===== config.mk =====
export PLATFORM = sky130hd
export DESIGN_NAME = load_unit
export DESIGN_NICKNAME = d
export VERILOG_FILES = /design/src/rtl/load_unit.sv
export SDC_FILE = /design/constraint.sdc
export NUM_CORES = 1
export LEC_CHECK = 0
export CELL_PAD_IN_SITES_DETAIL_PLACEMENT = 1
export CELL_PAD_IN_SITES_GLOBAL_PLACEMENT = 1
export CORE_AREA = 2 2 95 97
export CTS_CLUSTER_DIAMETER = 40
export CTS_CLUSTER_SIZE = 8
export DETAILED_ROUTE_END_ITERATION = 7
export DIE_AREA = 0 0 97 99
export GPL_TIMING_DRIVEN = 0
export PLACE_DENSITY_LB_ADDON = 0.1
export SETUP_SLACK_MARGIN = 0.5
export SLEW_MARGIN = 5
export SYNTH_ARGS = -nofsm -noshare
export SYNTH_HDL_FRONTEND = slang
export SYNTH_SLANG_ARGS = --single-unit

===== constraint.sdc =====
create_clock -name clk_in -period 2.2 [get_ports clk_in]
set_input_delay 0.44 -clock clk_in [delete_from_list [all_inputs] [get_ports clk_in]]
set_output_delay 0.44 -clock clk_in [all_outputs]
set_load 0.005 [all_outputs]

===== src/rtl/load_unit.sv =====
// load_unit: one-deep load stage between the load buffer and the ROB/CDB.
// It accepts a load, reads the data BRAM with a fixed latency, then aligns
// and extends the returned word. The result is held on a valid/ready port
// until it is accepted. Flush squashes the load that is in flight.
// Optional feature: define MISALIGN_CHECK_EN to add res_misalign_out.
module load_unit #(
    parameter int unsigned ROB_IX      = 2,
    parameter int unsigned ADDR_W      = 10,
    parameter int unsigned MEM_LATENCY = 2
) (
    input  logic              clk_in,
    input  logic              rst_in,
    input  logic              flush_in,
    input  logic              lb_valid_in,
    input  logic [31:0]       lb_addr_in,
    input  logic [ROB_IX:0]   lb_rob_ix_in,
    input  logic [2:0]        lb_funct3_in,
    output logic              read_out,
    output logic              mem_en_out,
    output logic [ADDR_W-1:0] mem_addr_out,
    input  logic [31:0]       mem_rdata_in,
    output logic              res_valid_out,
    input  logic              res_ready_in,
    output logic [31:0]       res_data_out,
`ifdef MISALIGN_CHECK_EN
    output logic              res_misalign_out,
`endif
    output logic [ROB_IX:0]   res_rob_ix_out
);

    localparam int unsigned CNT_W = (MEM_LATENCY > 1) ? $clog2(MEM_LATENCY) : 1;

    typedef enum logic [1:0] {
        S_IDLE = 2'd0,
        S_WAIT = 2'd1,
        S_RESP = 2'd2
    } state_t;

    state_t            state_q, state_d;
    logic [CNT_W-1:0]  cnt_q, cnt_d;
    logic [1:0]        off_q, off_d;
    logic [2:0]        f3_q, f3_d;
    logic [ROB_IX:0]   rob_q, rob_d;
    logic              valid_q, valid_d;
    logic [31:0]       data_q, data_d;
`ifdef MISALIGN_CHECK_EN
    logic              mis_q, mis_d;
`endif
    logic              accept_c;
    logic              unused_addr;

    // Align and extend a returned BRAM word according to load type and byte offset.
    function automatic logic [31:0] fmt_load(input logic [31:0] w, input logic [2:0] f3,
                                             input logic [1:0] off);
        logic [7:0]  b;
        logic [15:0] h;
        b = w[{off, 3'b000} +: 8];
        h = off[1] ? w[31:16] : w[15:0];
        case (f3)
            3'b000:  fmt_load = {{24{b[7]}}, b};
            3'b100:  fmt_load = {24'd0, b};
            3'b001:  fmt_load = {{16{h[15]}}, h};
            3'b101:  fmt_load = {16'd0, h};
            default: fmt_load = w;
        endcase
    endfunction

`ifdef MISALIGN_CHECK_EN
    // Halfwords need an even offset; words (and unknown types, treated as words) need offset 0.
    function automatic logic is_misaligned(input logic [2:0] f3, input logic [1:0] off);
        case (f3)
            3'b000, 3'b100: is_misaligned = 1'b0;
            3'b001, 3'b101: is_misaligned = off[0];
            default:        is_misaligned = (off != 2'b00);
        endcase
    endfunction
`endif

    // Accept only when idle, not flushing and out of reset; the BRAM read fires in the same cycle.
    assign accept_c     = rst_in && (state_q == S_IDLE) && lb_valid_in && !flush_in;
    assign read_out     = accept_c;
    assign mem_en_out   = accept_c;
    assign mem_addr_out = lb_addr_in[ADDR_W+1:2];
    assign unused_addr  = ^{lb_addr_in[31:ADDR_W+2]};

    // Next-state and datapath: defaults hold, flush overrides everything.
    always_comb begin
        state_d = state_q;
        cnt_d   = cnt_q;
        off_d   = off_q;
        f3_d    = f3_q;
        rob_d   = rob_q;
        valid_d = valid_q;
        data_d  = data_q;
`ifdef MISALIGN_CHECK_EN
        mis_d   = mis_q;
`endif
        case (state_q)
            S_IDLE: begin
                if (accept_c) begin
                    off_d   = lb_addr_in[1:0];
                    f3_d    = lb_funct3_in;
                    rob_d   = lb_rob_ix_in;
                    cnt_d   = CNT_W'(MEM_LATENCY - 1);
                    state_d = S_WAIT;
                end
            end
            S_WAIT: begin
                if (cnt_q == '0) begin
                    data_d  = fmt_load(mem_rdata_in, f3_q, off_q);
`ifdef MISALIGN_CHECK_EN
                    mis_d   = is_misaligned(f3_q, off_q);
`endif
                    valid_d = 1'b1;
                    state_d = S_RESP;
                end else begin
                    cnt_d = cnt_q - CNT_W'(1);
                end
            end
            S_RESP: begin
                if (res_ready_in) begin
                    valid_d = 1'b0;
`ifdef MISALIGN_CHECK_EN
                    mis_d   = 1'b0;
`endif
                    state_d = S_IDLE;
                end
            end
            default: state_d = S_IDLE;
        endcase
        if (flush_in) begin
            state_d = S_IDLE;
            cnt_d   = '0;
            valid_d = 1'b0;
`ifdef MISALIGN_CHECK_EN
            mis_d   = 1'b0;
`endif
        end
    end

    // State and result registers with asynchronous active-low reset.
    always_ff @(posedge clk_in or negedge rst_in) begin
        if (!rst_in) begin
            state_q <= S_IDLE;
            cnt_q   <= '0;
            off_q   <= '0;
            f3_q    <= '0;
            rob_q   <= '0;
            valid_q <= 1'b0;
            data_q  <= '0;
`ifdef MISALIGN_CHECK_EN
            mis_q   <= 1'b0;
`endif
        end else begin
            state_q <= state_d;
            cnt_q   <= cnt_d;
            off_q   <= off_d;
            f3_q    <= f3_d;
            rob_q   <= rob_d;
            valid_q <= valid_d;
            data_q  <= data_d;
`ifdef MISALIGN_CHECK_EN
            mis_q   <= mis_d;
`endif
        end
    end

    assign res_valid_out  = valid_q;
    assign res_data_out   = data_q;
    assign res_rob_ix_out = rob_q;
`ifdef MISALIGN_CHECK_EN
    assign res_misalign_out = mis_q;
`endif

endmodule


==> results of run 1 <==
-- worst max path at each step --
stage                                              end  slack (ns)  cells past startpoint
after floorplan           res_data_out[21]$_DFFE_PN0P_        0.46                      5
after global placement                        read_out       -2.52                      5
after detailed placement                      read_out       -0.86                      6
after CTS                 res_data_out[31]$_DFFE_PN0P_        0.39                      6
after global routing                        mem_en_out        0.37                      4
final                                       mem_en_out        0.44                      4
-- per-layer routing --
layer  routed length (um)  vias to the layer above  global-route usage [%]
li1                     -                     1105                       -
met1                 3910                     1088                    24.0
met2                 3730                       68                    28.9
met3                  387                        5                    3.40
met4                   63                        0                    3.25
met5                    0                        -                       0
-- registers in the layout (all words and copies together), names as in the netlist --
name	flops
cnt_q	1
f3_q	3
off_q	2
res_data_out	32
res_rob_ix_out	3
res_valid_out	1
state_q	2
-- metrics by stage --
stage	utilization, %	hold slack [ns]
6_report	46.1	0.0475
5_1_grt	46.1	0.0387
4_1_cts	45.0	0.0453
3_5_place_dp	40.4	0.466
3_3_place_gp	40.2	0.491
2_1_floorplan	-	0.144
-- power by group through the flow --
stage	Combinational (mW)	Clock [mW]	Sequential [mW]
2_1_floorplan	0.562	0	1.27
3_3_place_gp	1.35	0	1.28
3_5_place_dp	1.38	0	1.28
4_1_cts	1.48	0.661	1.27
5_1_grt	1.67	0.691	1.30
6_report	1.52	0.640	1.26
-- layout make-up --
class / count / area share (%)
Timing Repair Buffer: 119 / 30.8
Multi-Input combinational cell: 169 / 29.5
Sequential cell: 44 / 28.0
Buffer: 30 / 5.30
Tap cell: 108 / 3.43
Clock buffer: 5 / 1.74
Clock inverter: 3 / 1.08
Inverter: 2 / 0.190
-- what timing repair did --
| item | CTS | global route |
|---|---|---|
| gates cloned | 3 | 0 |
| pin swaps | 4 | 3 |
| setup buffers | 16 | 6 |
| resized for setup | 47 | 19 |
| hold buffers | 1 | 0 |
| endpoints found under the hold margin | 10 | 0 |
| endpoints found under the setup margin | 43 | 33 |
-- cell usage in the layout, fill, tap and decap left out, types with 8 or more instances in the layout --
master,count
nand3b_1,8
nand2_1,25
clkbuf_2,10
a21oi_1,27
mux2i_1,8
dfrtp_1,42
nor3_1,10
o21ai_0,9
clkdlybuf4s50_1,83
nor2_1,24
mux2_2,14
buf_4,32
buf_6,8
a21oi_2,8
-- cells by family after synthesis --
group | synth area share (%)
AND/OR/NAND/NOR | 16.3
AO/OA/AOI/OAI | 18.4
flip-flops | 46.6
buffers and inverters | 7.67
multiplexers | 11.0
==> reports/metrics.csv, run 1 <==
metric,value,unit
LEAKAGE,1.67,nW
FILL cells,992,
CTS tree,done,
Detail Route Antenna Nets,0,
register area share after synthesis,46.6,%
worst r2r src,off_q[0]$_DFFE_PN0P_,
minimum clock period,1.76,ns
synth unique cells,34,
area fraction of the dominant cell type after synthesis,46.6,%
vias after detailed routing,2266,
Slew headroom,62.7,%
Final Hold Fails,0,
TritonRoute pass-1 iters,4,
unrepaired setup endpoints after global routing,yes,
Slew @ Worst Pin,0.557,ns
clock slew at reported path FFs,0.09,ns
crit start category,register,
"Setup violations, final",0,
"Primary FF master, synth",dfrtp_1,
cell internal pwr,2.34,mW
Area Growth Syn to Fin,66.8,%
Combinational Power Share,44.5,%
clock sinks,44,
n_diodes,0,
cells on worst reg2reg path,6,
crit path buf inv count,3,
VDD IR max,0.000328,V
most frequent cell after synthesis,dfrtp_1,
"Async S/R FF share, synth",100,%
Clock Skews,0.00949,ns
Post-Syn Area,0.00236,mm2
vias per cell,4.72,
CTS Buffer Depth,2,
Crit. End Element,output pin,
synth warn,0,
Post-route DRC,0,
Hold Crit Class,input port to async pin,
DR WL/cell,16.9,um
Clock power frac,18.7,%
post-place instance area,0.00345,mm2
grt ovf,0,
# port buffers,92,
Initial DRC Count,58,
Final TNS setup,0,ns
Placed Cells,446,
root buf cell,clkbuf_8,
r2r setup slk,0.46,ns
sequential power share,36.8,%
vias in the first global route,2409,
Die W,97,um
outcome,finished clean,
largest net degree at the start of global routing,15,
# nets final,446,
Sw Share,31.4,%
net load switching power,1.07,mW
initial antenna violation count,0,
Crit. Startpoint,state_q[1]$_DFFE_PN0P_,
DIE AREA,0.00960,mm2
global-route wire length before repair,13200,um
Cell Pwr Density,867,mW/mm2
CP required,1.76,ns
share of cells above drive strength 1,28.0,%
commonest cells in the netlist,"dfrtp_1 (44), a21oi_1 (35), nand2_1 (26), nor2_1 (24), mux2_2 (14)",
CTS Buf Count,5,
crit-path max cell delay,0.38,ns
Mapped Nets,320,
Die Height,99,um
"most used cell, CP",buf_6,
WL final,8100,um
fin. max-slew vios,0,
Tot Pwr,3.42,mW
H-tree Lvls,2,
"area leader, netlist",dfrtp_1,
GPL Wtd Cong,0.781,
Synth Instances,245,
area of the multi-input gates,0.00116,mm2
FF/Latch Area,0.00110,mm2
fin cells,480,
Post-synth EDFFs,0,
worst-skew pair later-pin latency,0.31,ns
ranking of synthesized cells by area,"dfrtp_1 (47%), a21oi_1 (7.4%), mux2_2 (6.7%)",
global-route usage over all layers,17.4,%
crit path max fanout,6,
post-DP HPWL,5750,um
Max Cap Viol,0,
worst flop-to-flop path endpoint,res_data_out[21]$_DFFE_PN0P_,
Tcrit/Tclk final,79.9,%
crit path kind,register to output pin,
I/O pins,123,
CP max stage cell,dfrtp_1,
f_max,0.569,GHz
Worst path top cell family by delay,buffers and inverters,
mean area per synthesized cell,9.65,um2
setup ws final,0.443,ns
crit path cell chain,"buf_6, nor4_4, buf_4, buf_6",
"Design Area, Final",0.00395,mm2
Core Area,0.00855,mm2
Initial Util,27.7,%
crit path DAT,1.32,ns
cell row count,34,
Yosys reg bits,44,
pre-CTS setup slack,-0.863,ns
No activity file was read; power rests on OpenSTA's default activity.
==> run 2, diff against run 1 <==
--- a/config.mk
+++ b/config.mk
@@ -7,11 +7,11 @@
 export LEC_CHECK = 0
 export CELL_PAD_IN_SITES_DETAIL_PLACEMENT = 1
 export CELL_PAD_IN_SITES_GLOBAL_PLACEMENT = 1
-export CORE_AREA = 2 2 95 97
+export CORE_AREA = 2 2 99 101
 export CTS_CLUSTER_DIAMETER = 40
 export CTS_CLUSTER_SIZE = 8
 export DETAILED_ROUTE_END_ITERATION = 7
-export DIE_AREA = 0 0 97 99
+export DIE_AREA = 0 0 101 103
 export GPL_TIMING_DRIVEN = 0
 export PLACE_DENSITY_LB_ADDON = 0.1
 export SETUP_SLACK_MARGIN = 0.5
==> constraint.sdc (replaced) <==
create_clock -name clk_in -period 1.6 [get_ports clk_in]
set_input_delay 0.32 -clock clk_in [delete_from_list [all_inputs] [get_ports clk_in]]
set_output_delay 0.32 -clock clk_in [all_outputs]
set_load 0.005 [all_outputs]
==> reports/metrics.csv, run 2 (synthesis gave the netlist of run 1 again) <==
metric,value,unit
"Design Area, Final",0.00438,mm2
DIE AREA,0.0104,mm2
crit path kind,register to output pin,
Combinational Power Share,47.7,%
Die W,101,um
"most used cell, CP",buf_6,
Hold Crit Class,input port to async pin,
FILL cells,1070,
Clock power frac,17.7,%
TritonRoute pass-1 iters,4,
clock slew at reported path FFs,0.09,ns
crit path max fanout,2,
CP max stage cell,dfrtp_1,
Crit. End Element,output pin,
global-route wire length before repair,13700,um
Sw Share,34.0,%
grt ovf,0,
Initial DRC Count,102,
Slew @ Worst Pin,0.801,ns
failing checks,setup timing,
WL final,9400,um
# port buffers,92,
vias per cell,4.84,
share of cells above drive strength 1,48.9,%
minimum clock period,1.82,ns
most common library cell in the layout ignoring fill and taps,buf_4,
clock sinks,44,
Util after Layout,46.3,%
global-route usage over all layers,17.5,%
VDD IR max,0.000440,V
max reg flops,32,
crit-path max cell delay,0.38,ns
vias in the first global route,2535,
root buf cell,clkbuf_8,
most frequent cells in the layout,"buf_4 (54), dfrtp_1 (42), buf_2 (38)",
outcome,"complete, but fails checks",
Initial Util,25.0,%
crit start category,register,
Final Hold Fails,0,
Die Height,103,um
Detail Route Antenna Nets,0,
CTS tree,done,
crit path buf inv count,4,
Area Growth Syn to Fin,85.3,%
cell internal pwr,3.31,mW
H-tree Lvls,2,
CTS Buf Count,5,
# nets final,483,
I/O pins,123,
Core Area,0.00946,mm2
LEAKAGE,1.97,nW
Cell Pwr Density,1150,mW/mm2
net load switching power,1.71,mW
cell row count,36,
hold_ws,0.0655,ns
Tcrit/Tclk final,114,%
Post-route DRC,0,
crit path cell chain,"buf_6, nor4_4, buf_4, buf_6, buf_6",
crit path DAT,1.50,ns
worst flop-to-flop path endpoint,f3_q[1]$_DFFE_PN0P_,
setup ws final,-0.217,ns
CTS Buffer Depth,2,
unrepaired setup endpoints after global routing,yes,
worst r2r src,state_q[1]$_DFFE_PN0P_,
"Setup violations, final",37,
largest net degree at the start of global routing,18,
vias after detailed routing,2532,
Clock Skews,0.00615,ns
Worst path top cell family by delay,buffers and inverters,
post-place instance area,0.00355,mm2
post-DP HPWL,5990,um
worst-skew pair later-pin latency,0.30,ns
GPL Wtd Cong,0.780,
initial antenna violation count,0,
DR WL/cell,18.0,um
CP required,1.28,ns
f_max,0.550,GHz
Slew headroom,46.6,%
r2r setup slk,-0.21,ns
fin. max-slew vios,0,
sequential power share,34.6,%
cells on worst reg2reg path,7,
Max Cap Viol,0,
n_diodes,0,
[run 2: cell types whose count changed in the layout (fill, tap and decap cells not counted), moves of 7 or more]
cell             previous run  this run
a21oi_1                    27        13
a21oi_2                     8        19
buf_2                       2        38
buf_4                      32        54
buf_6                       8        19
clkbuf_2                   10         3
clkdlybuf4s50_1            83        37
dlygate4sd2_1               5        16
mux2_2                     14         7
mux2_4                      0         7
[run 2: metrics by stage]
| stage | power (mW) | std cells | setup slack [ns] | setup TNS [ns] |
|---|---|---|---|---|
| 6_report | 5.02 | 523 | -0.217 | -4.89 |
| 5_1_grt | 5.35 | 523 | -0.254 | -7.15 |
| 4_1_cts | 4.61 | 495 | -0.187 | -4.46 |
| 3_5_place_dp | 3.73 | 452 | -1.33 | -26.09 |
| 3_3_place_gp | 3.70 | 451 | -3.05 | -100.21 |
| 2_1_floorplan | 2.58 | 245 | -0.144 | -1.78 |
[run 2: how the worst max path moves through the flow]
stage / start / endpoint / slack, ns / cells past startpoint
final: state_q[1]$_DFFE_PN0P_ / read_out / -0.22 / 5
after global routing: state_q[1]$_DFFE_PN0P_ / read_out / -0.25 / 5
after CTS: off_q[0]$_DFFE_PN0P_ / res_data_out[29]$_DFFE_PN0P_ / -0.19 / 6
after detailed placement: rst_in / read_out / -1.33 / 6
after global placement: rst_in / read_out / -3.05 / 5
after floorplan: off_q[0]$_DFFE_PN0P_ / res_data_out[21]$_DFFE_PN0P_ / -0.14 / 5
[run 2: layout make-up]
| cell class | instances | area (um2) | area share [%] |
|---|---|---|---|
| buffer | 30 | 288 | 6.57 |
| clock buffer | 5 | 68.8 | 1.57 |
| clock inverter | 3 | 42.5 | 0.971 |
| inverter | 2 | 7.51 | 0.171 |
| multi-input combinational | 169 | 1360 | 31.1 |
| sequential | 44 | 1100 | 25.2 |
| tap | 114 | 143 | 3.26 |
| timing repair buffer | 156 | 1370 | 31.2 |
[run 2: power by group through the flow]
stage / Clock [mW] / Sequential [mW] / Combinational, mW
2_1_floorplan: 0 / 1.75 / 0.834
3_3_place_gp: 0 / 1.77 / 1.94
3_5_place_dp: 0 / 1.77 / 1.96
4_1_cts: 0.912 / 1.73 / 1.97
5_1_grt: 0.948 / 1.78 / 2.62
6_report: 0.889 / 1.74 / 2.40
[run 2: worst register-to-register path, cell delays in order (launching register included)]
cell     delay, ns
dfrtp_1       0.38
buf_6         0.13
nor4_4        0.32
buf_4         0.20
buf_4         0.11
buf_6         0.12
buf_8         0.14
mux2_4        0.30
[run 2: metal layers]
layer	wire [um]	part of all wire [%]	vias to the layer above	global-route usage [%]
li1	-	-	1186	-
met1	4260	45	1246	23.9
met3	424	4.5	14	3.12
met4	121	1.3	0	3.43
met2	4600	49	86	29.3
met5	0	0	-	0
[run 2: repair_timing]
item	4_1_cts	5_1_grt
buffers inserted	30	27
hold endpoints to repair	17	0
resized for setup	211	50
gates cloned	3	1
hold buffers	2	0
setup endpoints to repair	91	109
pin swaps	12	19
